$ cat src/rtl/counter_arb_if.sv
// counter_arb_if -- handshake bundle between requesters and counter_arb.
//   master : drives req, len, abort; observes gnt/busy/cnt/done/done_id/aborted
//   slave  : the arbiter side (counter_arb)
//   req     [NREQ]        level request per requester
//   len     [NREQ*WIDTH]  terminal count per requester, slice i = [i*WIDTH +: WIDTH]
//   abort                 kill the current run
//   gnt     [NREQ]        one-hot owner of the shared counter
//   busy                  counter is running
//   cnt     [WIDTH]       shared counter value
//   done / done_id        completion pulse and owner index
//   aborted               pulse when a run ends without completion
interface counter_arb_if #(
    parameter int NREQ  = 4,
    parameter int WIDTH = 8
);
    localparam int IDW = (NREQ > 1) ? $clog2(NREQ) : 1;

    logic [NREQ-1:0]       req;
    logic [NREQ*WIDTH-1:0] len;
    logic                  abort;
    logic [NREQ-1:0]       gnt;
    logic                  busy;
    logic [WIDTH-1:0]      cnt;
    logic                  done;
    logic [IDW-1:0]        done_id;
    logic                  aborted;

    modport master (
        output req, len, abort,
        input  gnt, busy, cnt, done, done_id, aborted
    );

    modport slave (
        input  req, len, abort,
        output gnt, busy, cnt, done, done_id, aborted
    );
endinterface

$ cat src/rtl/counter_arb.sv
// counter_arb -- round-robin arbiter for one shared up-counter.
// A winner owns the counter from 0 up to its latched len, then the block
// pulses done (or aborted when the run is cut short) and re-arbitrates.
//   clk    rising-edge clock
//   rst_n  asynchronous active-low reset
//   bus    counter_arb_if.slave (req/len/abort in, gnt/busy/cnt/done/done_id/aborted out)
module counter_arb #(
    parameter int NREQ  = 4,
    parameter int WIDTH = 8
) (
    input  logic           clk,
    input  logic           rst_n,
    counter_arb_if.slave   bus
);
    localparam int IDW = (NREQ > 1) ? $clog2(NREQ) : 1;

    typedef enum logic [1:0] {
        S_IDLE = 2'd0,
        S_RUN  = 2'd1,
        S_DONE = 2'd2
    } state_t;

    state_t            r_state;
    logic [NREQ-1:0]   r_gnt;
    logic [WIDTH-1:0]  r_cnt;
    logic [WIDTH-1:0]  r_max;
    logic [IDW-1:0]    r_win;
    logic [IDW-1:0]    r_ptr;
    logic [IDW-1:0]    r_done_id;
    logic              r_done;
    logic              r_aborted;
    logic              r_busy;

    logic              w_found;
    logic [IDW-1:0]    w_win;
    logic [IDW:0]      w_idx;
    logic [WIDTH-1:0]  w_len_sel;
    logic [NREQ-1:0]   w_gnt_nxt;
    logic [IDW-1:0]    w_ptr_nxt;
    logic              w_stop;

    // Round-robin search: first requester at or above r_ptr, wrapping.
    // One extra index bit keeps ptr+k from overflowing before the wrap.
    always_comb begin
        w_found = 1'b0;
        w_win   = '0;
        w_idx   = '0;
        for (int k = 0; k < NREQ; k++) begin
            w_idx = {1'b0, r_ptr} + (IDW+1)'(k);
            if (w_idx >= (IDW+1)'(NREQ))
                w_idx = w_idx - (IDW+1)'(NREQ);
            if (!w_found && bus.req[w_idx[IDW-1:0]]) begin
                w_found = 1'b1;
                w_win   = w_idx[IDW-1:0];
            end
        end
    end

    // Terminal count of the winner, selected by a mux rather than a
    // variable part-select.
    always_comb begin
        w_len_sel = '0;
        for (int i = 0; i < NREQ; i++) begin
            if (w_win == IDW'(i))
                w_len_sel = bus.len[i*WIDTH +: WIDTH];
        end
    end

    assign w_gnt_nxt = {{(NREQ-1){1'b0}}, 1'b1} << w_win;
    assign w_ptr_nxt = (r_win == IDW'(NREQ-1)) ? '0 : r_win + 1'b1;

    // Dropping the owner's request is treated like an explicit abort.
    assign w_stop = bus.abort | ~bus.req[r_win];

    always_ff @(posedge clk or negedge rst_n) begin
        if (!rst_n) begin
            r_state   <= S_IDLE;
            r_gnt     <= '0;
            r_cnt     <= '0;
            r_max     <= '0;
            r_win     <= '0;
            r_ptr     <= '0;
            r_done_id <= '0;
            r_done    <= 1'b0;
            r_aborted <= 1'b0;
            r_busy    <= 1'b0;
        end else begin
            r_done    <= 1'b0;
            r_aborted <= 1'b0;
            case (r_state)
                S_IDLE: begin
                    if (w_found) begin
                        r_state <= S_RUN;
                        r_win   <= w_win;
                        r_gnt   <= w_gnt_nxt;
                        r_max   <= w_len_sel;
                        r_cnt   <= '0;
                        r_busy  <= 1'b1;
                    end
                end
                S_RUN: begin
                    // Abort is checked first so it wins over completion.
                    if (w_stop) begin
                        r_state   <= S_IDLE;
                        r_gnt     <= '0;
                        r_cnt     <= '0;
                        r_busy    <= 1'b0;
                        r_aborted <= 1'b1;
                        r_ptr     <= w_ptr_nxt;
                    end else if (r_cnt == r_max) begin
                        // cnt holds its final value through DONE.
                        r_state   <= S_DONE;
                        r_gnt     <= '0;
                        r_busy    <= 1'b0;
                        r_done    <= 1'b1;
                        r_done_id <= r_win;
                        r_ptr     <= w_ptr_nxt;
                    end else begin
                        r_cnt <= r_cnt + 1'b1;
                    end
                end
                S_DONE: begin
                    r_state <= S_IDLE;
                    r_cnt   <= '0;
                end
                default: begin
                    r_state <= S_IDLE;
                    r_gnt   <= '0;
                    r_cnt   <= '0;
                    r_busy  <= 1'b0;
                end
            endcase
        end
    end

    assign bus.gnt     = r_gnt;
    assign bus.busy    = r_busy;
    assign bus.cnt     = r_cnt;
    assign bus.done    = r_done;
    assign bus.done_id = r_done_id;
    assign bus.aborted = r_aborted;

endmodule

$ cat src/flat_wrapper.sv
// flat-port wrapper written by rule: the top's interface ports become plain ports
module counter_arb_flat 
#(
    parameter int NREQ  = 4,
    parameter int WIDTH = 8
)
  (clk, rst_n, bus_req, bus_len, bus_abort, bus_gnt, bus_busy, bus_cnt, bus_done, bus_done_id, bus_aborted);
  counter_arb_if #(.NREQ(NREQ), .WIDTH(WIDTH)) bus_i ();
  input  logic clk;
  input  logic rst_n;
  input wire logic [$bits(bus_i.req)-1:0] bus_req;
  input wire logic [$bits(bus_i.len)-1:0] bus_len;
  input wire logic [$bits(bus_i.abort)-1:0] bus_abort;
  output wire logic [$bits(bus_i.gnt)-1:0] bus_gnt;
  output wire logic [$bits(bus_i.busy)-1:0] bus_busy;
  output wire logic [$bits(bus_i.cnt)-1:0] bus_cnt;
  output wire logic [$bits(bus_i.done)-1:0] bus_done;
  output wire logic [$bits(bus_i.done_id)-1:0] bus_done_id;
  output wire logic [$bits(bus_i.aborted)-1:0] bus_aborted;
  assign bus_i.req = bus_req;
  assign bus_i.len = bus_len;
  assign bus_i.abort = bus_abort;
  assign bus_gnt = bus_i.gnt;
  assign bus_busy = bus_i.busy;
  assign bus_cnt = bus_i.cnt;
  assign bus_done = bus_i.done;
  assign bus_done_id = bus_i.done_id;
  assign bus_aborted = bus_i.aborted;
  counter_arb #(.NREQ(NREQ), .WIDTH(WIDTH)) u_core (.clk(clk), .rst_n(rst_n), .bus(bus_i));
endmodule
$ cat config.mk
export PLATFORM = sky130hd
export DESIGN_NAME = counter_arb_flat
export DESIGN_NICKNAME = d
export VERILOG_FILES = /design/src/rtl/counter_arb_if.sv /design/src/rtl/counter_arb.sv /design/src/flat_wrapper.sv
export SDC_FILE = /design/constraint.sdc
export NUM_CORES = 1
export LEC_CHECK = 0
export CORE_UTILIZATION = 50
export CTS_CLUSTER_SIZE = 12
export DETAILED_ROUTE_END_ITERATION = 8
export PLACE_DENSITY = 0.9
export SLEW_MARGIN = 20
export SYNTH_ARGS = -nofsm -noshare
export SYNTH_HDL_FRONTEND = slang
export SYNTH_SLANG_ARGS = --single-unit
$ cat constraint.sdc
create_clock -name clk -period 3.11 [get_ports clk]
set_input_delay 0.622 -clock clk [delete_from_list [all_inputs] [get_ports clk]]
set_output_delay 0.622 -clock clk [all_outputs]
set_load 0.03 [all_outputs]
; Word-level counts from Yosys, hierarchy flattened
; Cells that the tools add are included.
[op_classes]
n_eq_ne = 10
n_lt_le_gt_ge = 9
mux = 50
shifts = 1
bitwise_logic = 4
reduce_logical = 15
addsub = 9
[ops]
columns = op, n
row1 = 8-bit two-way mux, 7
row2 = 2-bit two-way mux, 14
row3 = 1-bit two-way mux, 17
row4 = 8-bit one-hot mux with 2 select lines, 1
row5 = 2-bit by 3-bit < comparator with 1-bit output (second input constant), 5
row6 = 4-bit two-way mux, 3
row7 = 4-bit one-hot mux with 3 select lines, 1
row8 = 1-bit binary-select mux with 2-bit select, 5
row9 = 3-bit >= comparator (second input constant), 3
row10 = 8-bit by 1-bit adder with 8-bit output (second input constant), 1
row11 = 2-bit equality test (second input constant), 4
row12 = 8-bit equality test, 1
row13 = 2-bit AND reduction, 4
row14 = 2-bit by 1-bit subtractor with 2-bit output (second input constant), 4
row15 = 2-bit by 2-bit adder with 3-bit output (second input constant), 2
row16 = 3-bit AND reduction, 2
row17 = 2-bit by 1-bit equality test with 1-bit output (second input constant), 2
row18 = 2-bit zero test, 2
row19 = 2-bit one-hot mux with 2 select lines, 1
row20 = 1-bit by 2-bit left shift with 4-bit output (first input constant), 1
row21 = 2-bit by 1-bit adder with 3-bit output (second input constant), 1
row22 = 2-bit by 3-bit >= comparator with 1-bit output (second input constant), 1
row23 = 1-bit logical AND, 3
row24 = 1-bit zero test, 3
row25 = other kinds (8), 10
[word_totals]
output_inout_bits = 17
input_bits = 39
reg_bits = 31
elab_cells = 108

; Depth between registers and ports, before layout
; Gate-level depths: netlist of the first run.
[depth]
word_depth = 19
depth_mapped = 7
ltp_nobuf = 5

; Worst setup path after synthesis of the first run
; No wires, ideal clock.
[synth_path]
path_kind = input-to-reg
start = input port bus_req[3]
end = register u_core.r_gnt[0] (netlist: u_core.bus.gnt[0])
path_buffers = 1
arrival_ps = 1895
setup_slack_ps = 1094
path_stages = 5
required_time_ps = 2988
cell_sequence = mux4_2 -> and2_1 -> buf_6 -> a221o_1 -> a32o_1
[synth_via]
elab_chain_len = 15
[synth_lines]
columns = item, line
row1 = start: declaration, flat_wrapper.sv:11  ; input wire logic [$bits(bus_i.req)-1:0] bus_req;
row2 = 1-bit binary-select mux with 2-bit select, counter_arb.sv:52  ; if (!w_found && bus.req[w_idx[IDW-1:0]]) begin
row3 = 1-bit two-way mux (not written as such), counter_arb.sv:52
row4 = 1-bit two-way mux, counter_arb.sv:52
row5 = 1-bit zero test, counter_arb.sv:52
row6 = 1-bit logical AND, counter_arb.sv:52
row7 = 1-bit two-way mux, counter_arb.sv:52
row8 = 1-bit zero test, counter_arb.sv:52
row9 = 1-bit logical AND, counter_arb.sv:52
row10 = 1-bit two-way mux, counter_arb.sv:52
row11 = 1-bit zero test, counter_arb.sv:52
row12 = 1-bit logical AND, counter_arb.sv:52
row13 = 2-bit two-way mux, counter_arb.sv:52
row14 = 1-bit by 2-bit left shift with 4-bit output, counter_arb.sv:69  ; assign w_gnt_nxt = {{(NREQ-1){1'b0}}, 1'b1} << w_win;
row15 = 4-bit two-way mux, counter_arb.sv:92  ; if (w_found) begin
row16 = 4-bit one-hot mux with 3 select lines, counter_arb.sv:90  ; case (r_state)
row17 = end signal: assignment, counter_arb.sv:95  ; r_gnt <= w_gnt_nxt;
row18 = end: declaration, counter_arb.sv:24  ; logic [NREQ-1:0] r_gnt;
; Parallel ways exist; a longest one is shown, timed or not. The select of a mux whose other input is x is not followed.
; A chain may end at the register's enable or synchronous reset.

; Worst setup path in the final report of the first run
[layout_path]
start = input port bus_req[3]
end = register u_core.r_max[0]
[layout_via]
elab_chain_len = 17
[layout_lines]
columns = item, line
row1 = 1-bit binary-select mux with 2-bit select, counter_arb.sv:52
row2 = 1-bit two-way mux (not written as such), counter_arb.sv:52
row3 = 1-bit two-way mux, counter_arb.sv:52
row4 = 1-bit zero test, counter_arb.sv:52
row5 = 1-bit logical AND, counter_arb.sv:52
row6 = 1-bit two-way mux, counter_arb.sv:52
row7 = 1-bit zero test, counter_arb.sv:52
row8 = 1-bit logical AND, counter_arb.sv:52
row9 = 1-bit two-way mux, counter_arb.sv:52
row10 = 1-bit zero test, counter_arb.sv:52
row11 = 1-bit logical AND, counter_arb.sv:52
row12 = 2-bit two-way mux, counter_arb.sv:52
row13 = 2-bit zero test, counter_arb.sv:64  ; if (w_win == IDW'(i))
row14 = 8-bit two-way mux (4 in a row), counter_arb.sv:64
row15 = end signal: assignment, counter_arb.sv:96  ; r_max <= w_len_sel;
row16 = end: declaration, counter_arb.sv:26  ; logic [WIDTH-1:0] r_max;
; Parallel ways exist; a longest one is shown, timed or not. The select of a mux whose other input is x is not followed.

==> impl_summary.md, run 1 <==
Synthesis
The fraction of post-synthesis cell area in the top cell type by area is 42.3%. The post-synthesis instance area is between 1500 and 2000 um^2. The count of different cell masters after synthesis is 49.

The biggest area contributor in the post-synthesis netlist is sky130_fd_sc_hd__dfrtp_1. The average footprint of a synthesized cell is 9.75 um^2. After synthesis, the cell types taking the most area are sky130_fd_sc_hd__dfrtp_1 (42%), sky130_fd_sc_hd__xnor2_1 (3.8%), sky130_fd_sc_hd__nand3_1 (3.5%). After synthesis the netlist holds a flip-flop and latch count of 31. The async set-reset flop share out of synthesis is 100%. The number of flops mapped to enable cells by yosys is 0. The total nets after synthesis is around 230. The post-synthesis instance total is 188. The flip-flop cell with the highest count after synthesis is sky130_fd_sc_hd__dfrtp_1. The commonest cells after synthesis are sky130_fd_sc_hd__dfrtp_1 (31), sky130_fd_sc_hd__nor2_1 (14), sky130_fd_sc_hd__nand3_1 (13), sky130_fd_sc_hd__nand2_1 (11), sky130_fd_sc_hd__o21ai_0 (9).

Yosys instantiated no cell more often than sky130_fd_sc_hd__dfrtp_1. Of the synthesized area, sequential elements account for 42.3%. Yosys printed 0 warnings.

Power and ir drop
The clock network burns 12.3% of the power. The design draws 0.00189 W. Of the total power, combinational logic draws 51.8%. The internal power is 0.00107 W. The analysis attributes to cell leakage a power of approximately 1 nW. The worst vdd rail ir drop is about 580 uV. In this run the power spent charging and discharging nets is slightly above 0.0008 W. Registers are responsible for 35.9% of the overall power. Net switching is a little over two fifths of the power. Power spread over the standard cell area amounts to 760 nW/um^2.

Clocking
The maximum buffer depth of the clock tree is 2. CTS built an H-tree with a depth of 2. The clock-pin slew reported for the worst setup and hold paths after clock tree synthesis is about 0.1 ns.

The clock tree from TritonCTS is done. CTS placed an instance of sky130_fd_sc_hd__clkbuf_4 at the clock tree root. The number of gates resized after CTS was 0. The clock latency reported for the late side of the worst-skew pair is 0.34 ns. Once the clock tree was built, the setup fixing pass inserted 0 buffers. Buffers inserted during clock tree synthesis total 5. Buffers inserted to repair hold after CTS numbered 0. The number of clock sinks is 31.

Cells and area
Counting the fill cells in the layout gives between 200 and 300. The repair_antennas step left the layout with diodes totalling 0. In the final layout, the share of cells above drive strength 1 is 8.94%. Summing all flip-flop and latch instances after layout gives 776 um^2.

Relative to the synthesized area, the layout overhead comes to 35.4%. The final layout contains 286 nets. Leaving out filler cells and counting taps, the final layout contains 292.

The final standard cell area without fillers is 2480 um^2. The area occupied by multi-input gates is 993 um^2.

Critical path
The critical path launch point type is an input port. The critical path required time is 3.30 ns. The critical path data arrival time is 2.91 ns.

Traced cell by cell, the critical path runs through clkdlybuf4s50_1 -> o21ai_0 -> a211oi_1 -> nor2_1 -> a2111oi_0 -> a211oi_1. The critical-path maximum fanout is 14. The setup path with the least slack is of type in2reg. The cell with the most instances on the worst path is sky130_fd_sc_hd__a211oi_1. The stage delay of the slowest cell on the critical path is 0.65 ns. The worst setup path is captured at a flop.

The slowest stage of the critical path is the sky130_fd_sc_hd__a2111oi_0 cell.

Global route
Entering global routing, the biggest net connects 32 pins. The global-route wire length before repair is about 7800 um. The number of antenna violations at the first check in global routing is 0. The total overflow reported by the global router is 0. Global routing consumed, over all layers together, between 20 and 30% of the routing resources. The via count of the first global-routing pass is approximately 1.7k.

Placed design
Including well taps, the total number of placed cells is 284. The placed standard-cell area is 2420 um^2. In this run the tool buffered the top-level ports with 55 buffer cells.

The final HPWL from detailed placement is roughly 3600 um. The routability congestion estimate from global placement is 0.945.

STA
Across all hold checks on the routed design, the worst slack comes to 0.517 ns. The clock skew is between 0.008 and 0.009 ns. The final-report hold violation count is 0. The share of the clock period used by the worst path is 87.4%. The maximum clock frequency is 0.368 GHz.

In this run the tightest slew margin relative to its limit is 30.5%. At the pin with the least slew margin, the transition time is 1.04 ns. The final number of max-transition violations is 0. The worst path needs between 2 and 3 ns of the cycle, external delays included. Setup repair after global routing left no endpoint under its margin. Setup violations remaining at the end of the flow were counted as 0.

For the final routed database, the setup TNS stands at 0 ns.

Die
The area of the core is 3420 um^2. The initial utilization of the core area, before any placement, comes to 53.7%. The die covers 3910 um^2. The floorplan has 21 rows. Measured along the y axis, the die boundary spans 62.5 um. In this run the count of I/O pins placed on the die edge is 56.

The overall die width is around 63 um.

Min path
The path type of the worst min-delay path is reg2reg.

Routing
The total number of vias is 1774. The met1 routed wirelength after detailed routing is 1990 um. The topmost layer with routed signal wires is met4. The number of routed nets with antenna violations is 0. The detailed-routed wire length on met3 is 291 um. The count of routing violations after the opening detailed-route iteration is 252. The DRC violation count after routing is 0. Summed over all nets, wire length on met2 after detailed routing comes to 2340 um. The number of iterations in the first detailed-routing pass is 4. After detailed routing, the number of vias per cell comes to approximately 6.1.

The sum of routed wire length over all layers is 4710 um. The detailed-route wire length per cell is 16.1 um.

Flow run
The max-capacitance violation count is 0.

Outcome
The run finished with clean final reports.
-- final cells by class --
cell class / count / area share (%)
Clock inverter: 3 / 0.605
Inverter: 4 / 0.605
Tap cell: 46 / 2.32
Multi-Input combinational cell: 143 / 40.0
Timing Repair Buffer: 60 / 23.7
Clock buffer: 5 / 1.51
Sequential cell: 31 / 31.3
-- kinds of logic (layout without fill, tap and decap cells) --
kind of cell    count (synthesis)  count (layout)  synth area share, %
compound gates                 60              60                 24.8
xor+xnor                        8               8                 3.82
fa+ha+maj                       2               2                 1.36
buf+inv                        14              72                 3.75
flops                          31              31                 42.3
mux                             9               9                 5.87
simple gates                   64              64                 18.1
-- power groups by stage --
stage	Clock (W)	Combinational [W]	Sequential, W
finish	0.000233	0.000976	0.000677
global route	0.000252	0.00106	0.000695
CTS	0.000232	0.000969	0.000674
detailed placement	0	0.000965	0.000680
global placement	0	0.000933	0.000674
floorplan	0	0.000590	0.000740
-- stage by stage --
| step | utilization (%) | worst slack (ns) |
|---|---|---|
| 5_1_grt | 72.7 | 0.235 |
| 3_5_place_dp | 71.0 | 0.111 |
| 2_1_floorplan | - | 1.09 |
| 4_1_cts | 72.5 | 0.479 |
| 3_3_place_gp | 71.0 | 0.288 |
| 6_report | 72.7 | 0.391 |
-- registers in the layout (all words and copies together) (netlist names) --
| register | count |
|---|---|
| u_core.bus.cnt | 8 |
| u_core.bus.done_id | 2 |
| u_core.r_max | 8 |
| u_core.bus.gnt | 4 |
| u_core.r_state | 2 |
| u_core.bus.busy | 1 |
| u_core.r_win | 2 |
| u_core.bus.aborted | 1 |
| u_core.r_ptr | 2 |
| u_core.bus.done | 1 |
-- per-layer routing --
layer  up-vias  global-route usage, %
li1        840                      -
met1       837                   32.7
met2        88                   42.7
met3         9                   4.01
met4         0                   9.59
met5         -                      0
-- placed cells by master (no fill, tap or decap), drive strengths merged, types with 5 or more instances in the layout --
| cell type | instances |
|---|---|
| clkdlybuf4s50 | 55 |
| dfrtp | 31 |
| nor2 | 14 |
| nand3 | 13 |
| nand2 | 11 |
| o21ai | 9 |
| xnor2 | 8 |
| and2 | 6 |
| a211o | 6 |
| a21oi | 6 |
| a211oi | 5 |
| a21boi | 5 |
| a41oi | 5 |
| clkbuf | 5 |
| buf | 5 |
-- worst max-delay path: cells and delay by family --
| kind | cells | cell delay (ns) |
|---|---|---|
| buffers and inverters | 1 | 0.58 |
| AOI/OAI and AO/OA | 4 | 1.33 |
| and+or+nand+nor | 1 | 0.37 |
-- worst paths after layout --
kind | startpoint | to | slack [ns] | cells after the start
max | bus_req[3] | u_core.r_max[0] | 0.39 | 6
min | u_core.bus.done_id[1] | u_core.bus.done_id[1] | 0.52 | 1
max reg2reg | u_core.r_ptr[1] | u_core.r_max[0] | 0.77 | 5
min reg2reg | u_core.bus.done_id[1] | u_core.bus.done_id[1] | 0.52 | 1
max in group asynchronous | rst_n | u_core.r_max[5] | 2.15 | 2
min in group asynchronous | rst_n | u_core.bus.aborted | 0.67 | 2
(Power assumes the default switching activity.)
==> run 2: changes to the inputs <==
Settings changed: CORE_UTILIZATION 50 to 41, PLACE_DENSITY 0.9 to 0.76.
==> impl_summary.md, run 2 (synthesis results as in run 1) <==
Outcome
The flow ran to the end, and the final reports show no timing, DRC or antenna violations.

Clocking
Clock tree synthesis selected as its root buffer the cell sky130_fd_sc_hd__clkbuf_8. Clock-pin slew was measured on the worst setup and hold paths at 0.06 ns. At the later pin of the worst-skew pair, clock insertion delay measures 0.28 ns. The buffer count from post-CTS setup fixing is 0.

The number of clock sinks is 31. Once the clock tree was built, the resizer swapped 0 gates to a different size. Counting along the longest clock path gives a buffer depth of 2. After clock tree synthesis, the flow added hold-fix buffers numbering 0. The clock tree from TritonCTS is done. The total number of H-tree levels is 2. The total CTS buffers is 5.

Routing
The number of iterations in the first detailed-routing pass is 4. The via count normalized by instance count is 5.73. For this run, design rule violations remaining after detail routing come to 0. The routed layout has between 1.5k and 2k vias. In the final routed layout, each cell accounts on average for 14.8 um.

The sum of routed wire length over all layers is 4430 um. For this block, the initial DRC count from the detailed router was 186. In this run the remaining antenna-violating nets after routing total 0.

Die
The floorplan die area is 4740 um^2. The cell row count is 23. The area of the core is 4140 um^2. The overall die width is 68.9 um. The number of top-level pins is 56. The initial utilization of the core area, before any placement, comes to between 40 and 50%. Measured along the y axis, the die boundary spans 68.9 um.

STA
Setup repair after global routing left no endpoint under its margin. For the final database, setup skew stands at 0.00672 ns. In this run the tightest slew margin relative to its limit is 57.6%. Timing would allow up to ~0.39 GHz. At the pin with the least slew margin, the transition time is 0.633 ns. The clock period could shrink to 2.58 ns. Dividing the final minimum period by the clock period gives 82.8%. Setup slack on the critical path of the routed design comes to ~0.53 ns.

Summed over all failing endpoints, the final setup total negative slack is 0 ns. The final number of max-transition violations came to 0. Setup violations remaining at the end of the flow were counted as 0. The final-report hold violation count came to 0.

Critical path
In this run the worst path has a maximum fanout of 8. The cell with the most instances on the worst path is sky130_fd_sc_hd__a211oi_1. Traced cell by cell, the critical path runs through clkdlybuf4s50_1 -> o21ai_0 -> a211oi_1 -> nor2_1 -> a2111oi_0 -> a211oi_1. The kind of critical path is in2reg. The reg-to-reg critical path startpoint is u_core.r_ptr[1].

For the worst setup path, the data required time is ~3.2 ns. The worst register-to-register path has a setup slack of 0.98 ns. For this run, the slowest stage of the critical path takes 0.61 ns. The worst setup path is launched from an input port. For the worst setup path, the data arrival time is 2.71 ns. The endpoint identified for the worst register-to-register timing path is u_core.r_max[0]. Among all stages on the critical path, the largest delay is contributed by sky130_fd_sc_hd__a2111oi_0.

The worst setup path is captured at a flop. The length in cells of the worst reg-to-reg path is 5.

Cells and area
0 antenna diodes ended up in the layout. In the final layout, the share of cells above drive strength 1 is 9.24%. The leading cell type in the layout, fill and taps excluded is sky130_fd_sc_hd__clkdlybuf4s50_1. In the layout the commonest cells are sky130_fd_sc_hd__clkdlybuf4s50_1 (55), sky130_fd_sc_hd__dfrtp_1 (31), sky130_fd_sc_hd__nor2_1 (14), sky130_fd_sc_hd__nand3_1 (13), sky130_fd_sc_hd__nand2_1 (11). The finished layout holds around 300 standard cells, fillers aside. The signed area change from the synthesized netlist to the final layout is 38.5%. The final layout contains 289 nets.

Placed design
Before CTS, the worst setup slack after placement is about 0.31 ns. The routability congestion estimate from global placement is 0.812. After legalization and detailed placement, the total HPWL measured 3440 um. The number of port buffers is 55.

The total instance count after detailed placement is 291.

Power and ir drop
The net switching power is 0.000797 W. The switching power share of the total is 40.8%. The combinational power share is 49.9%.

Of the total power, the clock network draws 15.3%. The worst vdd rail ir drop is 317 uV. The static power due to leakage is around 1.0 nW. The internal portion of the total power is 0.00115 W. The sequential cell fraction of total power is 34.7%. For this design the ratio of total power to cell area is 769 nW/um^2.

Global route
The first global-routing pass estimated about 7300 um of wire. Entering global routing, the biggest net connects 32 pins. In the global route stage, overall resource usage came out at about a fifth. The via count of the first global-routing pass is 1512. The number of antenna violations at the first check in global routing is 0.

The total overflow reported by the global router is 0.

Min path
The path type of the worst min-delay path is reg2reg. The endpoint of the worst hold-timing path is u_core.bus.done_id[1]. Counting instances, the worst hold path has a depth of 1. The worst hold path begins at u_core.bus.done_id[1].

Flow run
The tool flagged a number of max-cap violations equal to 0.
## run 2: changes by cell type in the layout (fill, tap and decap cells not counted), sizes merged
cell,before,now
clkinv,3,1
buf,5,8
clkbuf,5,7
## run 2: worst max-delay path, delay by kind of cell
kind / cells / cell delay (ns)
AOI/OAI and AO/OA: 4 / 1.28
buffers and inverters: 1 / 0.58
and+or+nand+nor: 1 / 0.24
## run 2: layer usage
metal,wire [um],GRT usage [%],vias up
met5,0,0,-
met4,54,6.12,0
met3,275,4.93,5
met2,2000,30.6,66
met1,2100,30.4,799
li1,-,-,842
## run 2: area by class of cell
class                   count  area, um^2
clock inverters             1        5.00
inverters                   4        15.0
fillers                   387        1610
multi-input cells         143         993
clock buffers               7        76.3
well taps                  50        62.6
repair buffers             63         611
flip-flops and latches     31         776
## run 2: through the flow
step / hold WS (ns) / total power [W] / utilization, % / area [um^2]
final: 0.507 / 0.00195 / 61.3 / 2540
after global routing: 0.523 / 0.00210 / 61.3 / 2540
after CTS: 0.511 / 0.00196 / 61.1 / 2530
after detailed placement: 0.492 / 0.00166 / 59.2 / 2450
after global placement: 0.492 / 0.00164 / 59.2 / 2450
after floorplan: 0.326 / 0.00133 / - / 1830
## run 2: worst max path at each step
| stage | start | end | slack, ns | cells past startpoint |
|---|---|---|---|---|
| floorplan | bus_req[3] | u_core.bus.gnt[0] | 1.09 | 5 |
| global placement | bus_req[3] | u_core.r_max[0] | 0.34 | 6 |
| detailed placement | bus_req[3] | u_core.r_max[0] | 0.31 | 6 |
| CTS | bus_req[3] | u_core.r_max[0] | 0.60 | 6 |
| global route | bus_req[3] | u_core.r_max[0] | 0.33 | 6 |
| finish | bus_req[3] | u_core.r_max[0] | 0.53 | 6 |
## run 2: power groups by stage
| stage | clock, W | sequential [W] | combinational [W] |
|---|---|---|---|
| 3_3_place_gp | 0 | 0.000683 | 0.000958 |
| 4_1_cts | 0.000304 | 0.000676 | 0.000975 |
| 3_5_place_dp | 0 | 0.000681 | 0.000975 |
| 2_1_floorplan | 0 | 0.000740 | 0.000590 |
| 6_report | 0.000299 | 0.000677 | 0.000974 |
| 5_1_grt | 0.000323 | 0.000701 | 0.00108 |
==> run 3: changes to the inputs <==
Clock period 3.11 ns to 2.5 ns, I/O delays scaled along.
==> impl_summary.md, run 3 (synthesis results as in run 1) <==
Outcome
The run finished with clean final reports.

Global route
Entering global routing, the biggest net connects 32 pins. The total overflow left after global routing is 0. The via count of the first global-routing pass was 1666.

Global routing used about a quarter of the available tracks across all layers. The global-route wire length before repair is 8090 um. The number of antenna violations at the first check in global routing is 0.

Min path
The path type of the worst min-delay path is reg2reg. The worst hold path depth is 1. The endpoint of the worst hold-timing path is u_core.bus.gnt[2]. The startpoint of the tightest hold check path is u_core.bus.gnt[2].

Die
The initial standard-cell utilization of the core is 44.2%. The floorplan step defined a core boundary enclosing 4140 um^2. The cell row count is 23. The overall die width is 68.9 um. The die covers approximately 4700 um^2. The height of the chip is 68.9 um.

The number of top-level pins is 56.

Critical path
The critical path required time is roughly 2.6 ns. The worst register-to-register path has a depth of 5. For this run, the slowest stage of the critical path takes 0.52 ns. The largest individual stage delay along the critical path comes from the cell sky130_fd_sc_hd__clkdlybuf4s50_1. Walking the worst path, the cells encountered are clkdlybuf4s50_1 -> nor2b_1 -> a21boi_0 -> o32ai_1 -> buf_4 -> a2111oi_0 -> a211oi_1. The number of buffers and inverters on the critical path is 2. The critical path launch point type is an input port. The critical-path maximum fanout is 7. The reg-to-reg critical path startpoint is u_core.bus.cnt[0]. The launch point of the critical path is bus_req[2]. The slack of the worst reg-to-reg path is 0.45 ns.

The kind of cell adding the most delay to the critical path is compound AO/OA/AOI/OAI gates. By startpoint and endpoint, the worst setup path is classified as in2reg. At the worst endpoint, the arrival time is 2.40 ns.

STA classifies the critical path endpoint as a flop. The end of the worst register-to-register path is u_core.bus.gnt[2].

Routing
For this block, the via count after detailed routing is 1767. The count of routing violations after the opening detailed-route iteration is 141. The DRC violation count after routing is 0. The via count normalized by instance count is 5.72. The sum of routed wire length over all layers is 4890 um. The number of routed nets with antenna violations is 0. The first TritonRoute pass finished after 4 iterations. The detailed-route wire length per cell is 15.8 um.

STA
The time the final worst path needs with I/O delays and setup is around 2.3 ns. After layout, the worst path uses 90.4% of the clock period. After routing, the total negative slack on setup checks comes to 0 ns. The slew of the pin with the lowest slew margin is between 0.6 and 0.7 ns.

Timing would allow up to 0.443 GHz. The final-report hold violation count came to 0. The clock skew is 0.00518 ns. Setup violations remaining at the end of the flow were counted as 0. The final number of max-transition violations is 0. The remaining max-slew budget at the tightest pin is 56.9%. Setup repair after global routing left no endpoint under its margin.

Power and ir drop
The worst vdd rail ir drop is between 400 and 500 uV. The total power per unit cell area is between 1000 and 1500 nW/um^2. The static power due to leakage is 1.09 nW.

Placed design
The congestion estimate from routability-driven global placement came to around 0.86. The wire-length estimate of the detail-placed layout is about 3700 um. The number of port buffers is 55. The total instance count after detailed placement is 301.

Clocking
In this run the post-CTS setup repair buffer count came out at 0. TritonCTS built the clock tree. The clock tree root driver cell is sky130_fd_sc_hd__clkbuf_8. The total number of H-tree levels is 2.

The hold buffer count at CTS is 0. The number of clock sinks is 31. The later pin in the worst-skew pair is clocked with a latency of around 0.28 ns. The maximum buffer depth of the clock tree is 2. The clock-pin slew reported for the worst setup and hold paths after clock tree synthesis is ~0.060 ns.

The post-CTS resize count is 0. TritonCTS created 5 clock buffers.

Cells and area
The diode insertion count for antenna repair is 0. The top cell types in the final layout, fill and taps aside, are sky130_fd_sc_hd__clkdlybuf4s50_1 (55), sky130_fd_sc_hd__dfrtp_1 (31), sky130_fd_sc_hd__buf_4 (17), sky130_fd_sc_hd__nor2_1 (14), sky130_fd_sc_hd__nand3_1 (13). The area growth from synthesis to layout is 45.0%. The leading cell type in the layout, fill and taps excluded is sky130_fd_sc_hd__clkdlybuf4s50_1. After the flow finishes, the layout carries non-filler instances totaling 309. The layout has 367 filler cells. The post-layout net count is between 200 and 300. The post-route netlist has between 10% and 20% of its cells at a drive strength greater than 1.

Flow run
Max-cap violations in this run came to 0.
## run 3: per-stage QoR
| stage | total power (W) | utilization (%) | hold slack, ns | instance area [um^2] | setup slack, ns |
|---|---|---|---|---|---|
| global placement | 0.00212 | 61.3 | 0.491 | 2540 | 0.0142 |
| floorplan | 0.00166 | - | 0.204 | 1830 | 0.500 |
| detailed placement | 0.00216 | 61.3 | 0.495 | 2540 | 0.00873 |
| global route | 0.00285 | 64.1 | 0.522 | 2660 | 0.0242 |
| finish | 0.00267 | 64.1 | 0.502 | 2660 | 0.240 |
| CTS | 0.00267 | 64.1 | 0.509 | 2660 | 0.288 |
## run 3: worst register-to-register path: stages, from the launching register on
cell                      delay (ns)
sky130_fd_sc_hd__dfrtp_1        0.47
sky130_fd_sc_hd__xnor2_1        0.21
sky130_fd_sc_hd__nand4_1        0.15
sky130_fd_sc_hd__or2_2          0.44
sky130_fd_sc_hd__a221o_1        0.44
sky130_fd_sc_hd__a32o_1         0.22
## run 3: how the worst max path moves through the flow
stage / end / slack [ns] / cells past startpoint
2_1_floorplan: u_core.bus.gnt[0] / 0.50 / 6
3_3_place_gp: u_core.r_max[0] / 0.01 / 7
3_5_place_dp: u_core.r_max[0] / 0.009 / 7
4_1_cts: u_core.r_max[3] / 0.29 / 7
5_1_grt: u_core.r_max[0] / 0.02 / 7
6_report: u_core.r_max[2] / 0.24 / 7
## run 3: power by group
group	leakage [nW]	internal [W]	switching, W
Sequential	0.396	0.000673	0.000174
Clock	0.0612	0.000322	0.000182
Combinational	0.633	0.000631	0.000689
## run 3: area by class of cell
cell class / instances / area (um^2) / share of cell area (%)
Clock inverter: 2 / 35.0 / 1.32
Sequential cell: 31 / 776 / 29.2
Multi-Input combinational cell: 143 / 988 / 37.2
Tap cell: 50 / 62.6 / 2.35
Clock buffer: 6 / 82.6 / 3.11
Timing Repair Buffer: 73 / 698 / 26.3
Inverter: 4 / 15.0 / 0.565
## run 3: per-layer routing
layer  GRT usage [%]  up-vias  share of wire [%]
met5               0        -                  0
met3            4.11        9                5.2
met2            36.3       71                 48
li1                -      867                  -
met1            32.6      820                 46
met4            7.40        0                1.5
